[config.mk]
export PLATFORM = sky130hd
export DESIGN_NAME = apb_slave_regfile
export DESIGN_NICKNAME = d
export VERILOG_FILES = /design/src/rtl/apb_slave_regfile.sv
export SDC_FILE = /design/constraint.sdc
export NUM_CORES = 1
export LEC_CHECK = 0
export ABC_AREA = 0
export BUFFER_PORTS_ARGS = -buffer_cell sky130_fd_sc_hd__buf_2
export CAP_MARGIN = 15
export CORE_ASPECT_RATIO = 1.25
export CORE_MARGIN = 1.5
export CORE_UTILIZATION = 41
export DETAILED_ROUTE_END_ITERATION = 12
export GPL_TIMING_DRIVEN = 0
export PLACE_DENSITY = 0.61
export SKIP_CTS_REPAIR_TIMING = 1
export SYNTH_ARGS = -nofsm -noshare
export SYNTH_HDL_FRONTEND = slang
export SYNTH_SLANG_ARGS = --single-unit
[constraint.sdc]
create_clock -name PCLK -period 5.45 [get_ports PCLK]
set_clock_uncertainty 0.05 [all_clocks]
set_input_delay 0.545 -clock PCLK [delete_from_list [all_inputs] [get_ports PCLK]]
set_output_delay 0.545 -clock PCLK [all_outputs]
set_load 0.1 [all_outputs]
[src/rtl/apb_slave_regfile.sv]
// APB slave register file: NUM_REGS-1 read/write words plus a read-only STATUS word
// holding {ID_CODE, error count}, with a programmable number of access-phase wait states.
module apb_slave_regfile #(
    parameter int          NUM_REGS    = 8,
    parameter int          WAIT_CYCLES = 2,
    parameter logic [15:0] ID_CODE     = 16'hA5B0
) (
    input  logic        PCLK,
    input  logic        PRESETn,
    input  logic        PSEL,
    input  logic        PENABLE,
    input  logic        PWRITE,
    input  logic [7:0]  PADDR,
    input  logic [31:0] PWDATA,
    input  logic [3:0]  PSTRB,
    output logic [31:0] PRDATA,
    output logic        PREADY,
    output logic        PSLVERR
);

    // state  | meaning
    // IDLE   | waiting for a setup phase (PSEL=1, PENABLE=0)
    // ACCESS | request captured; counting wait states until PREADY
    typedef enum logic {IDLE, ACCESS} state_t;

    state_t      state, state_nxt;
    logic [3:0]  wait_cnt;
    logic [7:0]  cap_addr;
    logic        cap_write;
    logic [31:0] cap_wdata;
    logic [3:0]  cap_strb;
    logic [31:0] regs [NUM_REGS-1];
    logic [15:0] errcnt;

    logic [5:0]  idx;
    logic        setup;
    logic        active;
    logic        xfer_err;
    logic [31:0] rd_mux;

    assign setup  = PSEL && !PENABLE;
    assign active = (state == ACCESS) && PSEL && PENABLE;
    assign idx    = cap_addr[7:2];

    // Error decode works on the captured request so mid-access bus changes are ignored.
    assign xfer_err = (cap_addr[1:0] != 2'b00)
                   || ({1'b0, idx} >= 7'(NUM_REGS))
                   || (cap_write && ({1'b0, idx} == 7'(NUM_REGS - 1)));

    assign PREADY  = active && (wait_cnt == 4'd0);
    assign PSLVERR = PREADY && xfer_err;
    assign PRDATA  = (PREADY && !xfer_err && !cap_write) ? rd_mux : 32'h0;

    always_comb begin
        rd_mux = {ID_CODE, errcnt};
        for (int i = 0; i < NUM_REGS - 1; i++) begin
            if (idx == 6'(i)) begin
                rd_mux = regs[i];
            end
        end
    end

    always_comb begin
        state_nxt = state;
        case (state)
            IDLE: begin
                if (setup) begin
                    state_nxt = ACCESS;
                end
            end
            ACCESS: begin
                if (!active || PREADY) begin
                    state_nxt = IDLE;
                end
            end
            default: state_nxt = IDLE;
        endcase
    end

    always_ff @(posedge PCLK or negedge PRESETn) begin
        if (!PRESETn) begin
            state <= IDLE;
        end else begin
            state <= state_nxt;
        end
    end

    always_ff @(posedge PCLK or negedge PRESETn) begin
        if (!PRESETn) begin
            wait_cnt  <= 4'd0;
            cap_addr  <= 8'h0;
            cap_write <= 1'b0;
            cap_wdata <= 32'h0;
            cap_strb  <= 4'h0;
        end else if (state == IDLE) begin
            if (setup) begin
                wait_cnt  <= 4'(WAIT_CYCLES);
                cap_addr  <= PADDR;
                cap_write <= PWRITE;
                cap_wdata <= PWDATA;
                cap_strb  <= PSTRB;
            end
        end else if (!active) begin
            wait_cnt <= 4'd0;
        end else if (wait_cnt != 4'd0) begin
            wait_cnt <= wait_cnt - 4'd1;
        end
    end

    // Register and error-count updates happen only on a completion edge.
    always_ff @(posedge PCLK or negedge PRESETn) begin
        if (!PRESETn) begin
            for (int i = 0; i < NUM_REGS - 1; i++) begin
                regs[i] <= 32'h0;
            end
            errcnt <= 16'h0;
        end else if (PREADY) begin
            if (xfer_err) begin
                if (errcnt != 16'hFFFF) begin
                    errcnt <= errcnt + 16'd1;
                end
            end else if (cap_write) begin
                for (int i = 0; i < NUM_REGS - 1; i++) begin
                    if (idx == 6'(i)) begin
                        for (int b = 0; b < 4; b++) begin
                            if (cap_strb[b]) begin
                                regs[i][8*b +: 8] <= cap_wdata[8*b +: 8];
                            end
                        end
                    end
                end
            end
        end
    end

endmodule

# ---- Word-level counts from Yosys, hierarchy flattened
# Cells that the tools add are included.
dict set report totals {
  ff_bits 290
  in_bits 49
  wordCells 115
}
dict set report classes {
  n_addsub 2
  n_lt_le_gt_ge 1
  n_eq_ne 9
  n_mux 15
  bitwise 2
  reduce_logical 51
}
# cell n
set op_table {}
lappend op_table {{32-bit two-way mux} 8}
lappend op_table {{5-bit AND reduction} 28}
lappend op_table {{6-bit by 3-bit == test with 1-bit output (second input constant)} 4}
lappend op_table {{16-bit by 1-bit adder with 16-bit output (second input constant)} 1}
lappend op_table {{4-bit two-way mux} 4}
lappend op_table {{16-bit inequality test (second input constant)} 1}
lappend op_table {{6-bit by 2-bit == test with 1-bit output (second input constant)} 2}
lappend op_table {{1-bit logical AND} 8}
lappend op_table {{6-bit by 1-bit == test with 1-bit output (second input constant)} 1}
lappend op_table {{6-bit by 4-bit greater-or-equal comparator with 1-bit output (second input constant)} 1}
lappend op_table {{6-bit zero test} 1}
lappend op_table {{1-bit zero test} 4}
lappend op_table {{4-bit zero test} 1}
lappend op_table {{2-bit AND reduction} 2}
lappend op_table {{2-bit nonzero test} 2}
lappend op_table {{4-bit nonzero test} 1}
lappend op_table {{4-bit by 1-bit subtractor with 4-bit output (second input constant)} 1}
lappend op_table {{1-bit logical OR} 3}
lappend op_table {{3-bit by 2-bit inequality test with 1-bit output (second input constant)} 1}
lappend op_table {{3-bit AND reduction} 1}
lappend op_table {{1-bit two-way mux} 2}
lappend op_table {{1-bit NOT} 2}
lappend op_table {{1-bit case mux with 2 select lines} 1}

# ---- Longest topological paths before layout
dict set report logic_depth {
  word_depth 9
  depth_mapped 8
  depth_no_buf 7
}

# ---- Worst setup path after synthesis
# Ideal clock, no wire load.
dict set report synth_path {
  path_type {flip-flop to output port}
  start {register cap_addr[4]}
  end {output port PRDATA[27]}
  arrival_ns 4.770
  path_slack_ns 0.085
  stages_incl_launch_ff 9
  path_buffers 4
  path_cell_list {dfrtp_1 > or4b_1 > clkbuf_1 > or2_2 > clkbuf_1 > clkbuf_1 > clkbuf_1 > nor2_1 > nor4b_1}
}
dict set report synth_via {
  elab_chain_len 9
}
# element line_no
set synth_lines {}
lappend synth_lines {{start: declaration} 28} ;# logic [7:0] cap_addr;
lappend synth_lines {{start signal: assignment} 91} ;# cap_addr <= 8'h0;
lappend synth_lines {{start signal: assignment} 98} ;# cap_addr <= PADDR;
lappend synth_lines {{6-bit zero test} 57} ;# if (idx == 6'(i)) begin
lappend synth_lines {{32-bit two-way mux (7 in a row)} 57}
lappend synth_lines {{32-bit two-way mux *} 52} ;# assign PRDATA = (PREADY && !xfer_err && !cap_write) ? rd_mux : 32'h0;
lappend synth_lines {{end: declaration} 16} ;# output logic [31:0] PRDATA,
# Mark *: on every way between the ends. The rest lies on a longest branch, timed or not.

# ---- Final worst setup path
# Same ends and word-level chain as after synthesis.

==> metrics.md <==
| Metric | Value |
|---|---|
| Num ports | just over 80 |
| Number of remaining DRC errors | 0 |
| Post-Synth Simple-Gate Area | 0.0747 |
| Critical path buffers and inverters | 5 |
| Iter 0 DRT Violations | ~700 |
| Ant diodes | 0 |
| Placed Area | between 10000 and 15000 um^2 |
| DP Worst Slack | approximately 1.2 ns |
| Mapped Cells | 1000 |
| Clock Latency Late Sink | around 0.56 ns |
| Final Cell Area | ~15000 um^2 |
| Most used DFF post-synth | dfrtp_1 |
| Setup CP Type | reg -> out |
| TritonCTS Buffers | 31 |
| Yosys warning count | 0 |
| R2r setup slk | 1.92 ns |
| Starting Density | 0.420 |
| Final wirelength | ~35 mm |
| Worst setup margin | 0.634 ns |
| Worst vdd ir | between 200 and 300 uV |
| Period utilization | 0.884 |
| Core Area | roughly 31000 um^2 |
| Area contributors post-synth | dfrtp_1 55%, mux2_2 24%, o22ai_1 2.1% |
| Commonest cells after routing, fill and taps aside | 290 x dfrtp_1, 280 x mux2_2, 81 x buf_2, 48 x clkbuf_1, 47 x a21oi_1 |
| Worst rel slew slack | 0.291 |
| Die X | around 160 um |
| RSZ-0062 raised after global routing | false |
| Final std cells w/o fill | between 1500 and 2000 |
| EDFF count, synth | 0 |
| Post-DRT Antenna Nets | 0 |
| Row count | a little over 70 |
| Die height | 203 um |
| Grt ovf | 0 |
| Area Growth Syn to Fin | 15.0% |
| Multiplexer share of the synthesized area | 0.248 |
| First-pass GRT wire length | between 50 and 60 mm |
| GPL Wtd Cong | 0.825 |
| Highest clock rate | about 210 MHz |
| Total of max-cap violations | 0 |
| Commonest non-fill, non-tap cell in the layout | dfrtp_1 |
| Filler instances | 2858 |
| Critical path depth in cells | 9 |
| Htree depth | 1 |
| Post-Synth XOR/XNOR Area | 0.0100 |
| CTS sink cnt | 290 |
| Via-to-Cell Ratio | around 5.8 |
| Sequential element share of the synthesized area | 0.554 |
| Pwr Density | about 320 nW/um^2 |
| Share of the synthesized area in the top cell type | 0.554 |
| Largest area contributor in the netlist | dfrtp_1 |
| Setup violations, final | 0 |
| Largest family of logic cells by synthesized area | multiplexers |
| Total Neg Setup Slack | 0 ns |
| Status | finished clean |
| CP startpoint kind | flip-flop |
| CP endpoint kind | output pin |
| Die ar. | around 33000 um^2 |
| DRT Pass-1 Iters | 5 |
| Min Tclk post-route | slightly below 5 ns |
| IO buf count | 81 |
| Total GRT Usage | 0.214 |
| Share of layout cells above drive strength 1 | 0.393 |
| Mapped cell area | 13100 um^2 |
| Drt wl/cell | 22.4 um |
| Largest net degree at the start of global routing | ~110 |
| Clk root buf | clkbuf_16 |
| Compound-cell area share of the yosys netlist | 0.0963 |
| Synthesized Nets | around 1100 |
| Clock tree from TritonCTS | yes |
| Worst path slowest cell | clkbuf_1 |
| Area share of fa/ha/maj cells after synthesis | 0.00191 |
| Worst EP arrival | 4.22 ns |
| Critical Path Max Stage Delay | 0.60 ns |
| Clk buf depth | 3 |
| Worst slew pin tran | 1.06 ns |
| Final nets | between 1000 and 1500 |
| Vias in the first global route | about 9000 |
| Hold Path Stages | 2 |
| LEAKAGE | 6.93 nW |
| CP cell instances | or4b_1 > clkbuf_1 > or2_2 > clkbuf_1 > clkbuf_1 > clkbuf_1 > nor2_1 > nor4b_1 > buf_2 |
| Final hold vios | 0 |
| Yosys cell types | 48 |
| WP data required | 4.86 ns |
| Dpl cells | 1492 |
| Clk slew on worst S/H paths | 0.06 ns |
| FF-to-FF path depth | 6 |
| Family with the most delay on the worst path | buffers and inverters |
| Ys async rst share | 1.00 |
| Final Slew Violations | 0 |
| Max FO, Critical Path | 10 |
| DP HPWL | between 20 and 25 mm |
| Syn Area/Cell | between 10 and 15 um^2 |
| Antenna violations before repair | 0 |
| Tightest Hold Check Type | in -> reg |
| Via count | slightly below 9000 |
| Most common cell on crit path | clkbuf_1 |
| Number of synthesized register bits | 290 |
## cells by family after synthesis
group	Yosys count
DFF	290
muxes	289
AOI/OAI and AO/OA	195
and+or+nand+nor	159
buffers and inverters	50
xor gates and xnor gates	15
adders and majority gates	2
## cells in the mapped netlist (all sizes together), types with 2 or more instances
library cell,count
dfrtp,290
mux2,284
nor2,52
a21oi,47
o22ai,43
o21ai,42
clkbuf,40
nand2,28
a222oi,19
a22oi,17
xnor2,14
nor4,13
nand3,12
a31oi,11
nand4,8
or3,8
nor3,7
inv,6
mux2i,5
nand2b,5
buf,4
nor2b,4
or2b,4
a22o,3
a32oi,3
and4b,3
nor3b,3
o221ai,3
o2bb2ai,3
and2,2
and3,2
ha,2
nor4b,2
or2,2
## routing by layer
layer	share of wire	GRT usage	vias up
met5	0	0	-
met1	0.43	0.284	4594
met4	0.030	0.0678	0
met3	0.047	0.0264	64
li1	-	-	4008
met2	0.50	0.362	247
## path summary, 6_finish.rpt
kind / startpoint / to
worst min-delay path: PWDATA[2] / cap_wdata[2]$_DFFE_PN0P_
worst min register to register: regs[194]$_DFFE_PN0P_ / regs[194]$_DFFE_PN0P_
worst max-delay path: cap_addr[4]$_DFFE_PN0P_ / PRDATA[27]
worst max register to register: cap_addr[7]$_DFFE_PN0P_ / regs[132]$_DFFE_PN0P_
min in group asynchronous: PRESETn / regs[6]$_DFFE_PN0P_
max in group asynchronous: PRESETn / regs[53]$_DFFE_PN0P_
## layout make-up
class                   count  area (um^2)  share of cell area
clock buffers              47          906              0.0602
repair buffers             86          493              0.0328
well taps                 407          509              0.0338
multi-input cells         660         5650               0.375
inverters                   6         22.5             0.00150
clock inverters             8         46.3             0.00308
flip-flops and latches    290         7260               0.482
plain buffers              44          166              0.0111
## report_power, final
part           switching [mW]  leakage, nW  internal, mW
Sequential              0.141         3.95          2.23
Clock                   0.836        0.471          1.14
Combinational           0.304         2.52         0.183
Total                    1.28         6.93          3.55
## sequential cells by signal (all words and copies together), names as in the netlist
signal	flops
wait_cnt	4
regs	224
cap_wdata	32
state	1
errcnt	16
cap_strb	4
cap_write	1
cap_addr	8
## metrics by stage
stage / util / total power, mW / hold WS (ns)
finish: 0.483 / 4.83 / 0.161
global placement: 0.449 / 2.88 / 0.414
floorplan: - / 2.65 / 0.199
global route: 0.483 / 5.02 / 0.145
CTS: 0.482 / 4.88 / -0.0600
detailed placement: 0.452 / 2.90 / 0.425
(Power assumes the default switching activity.)
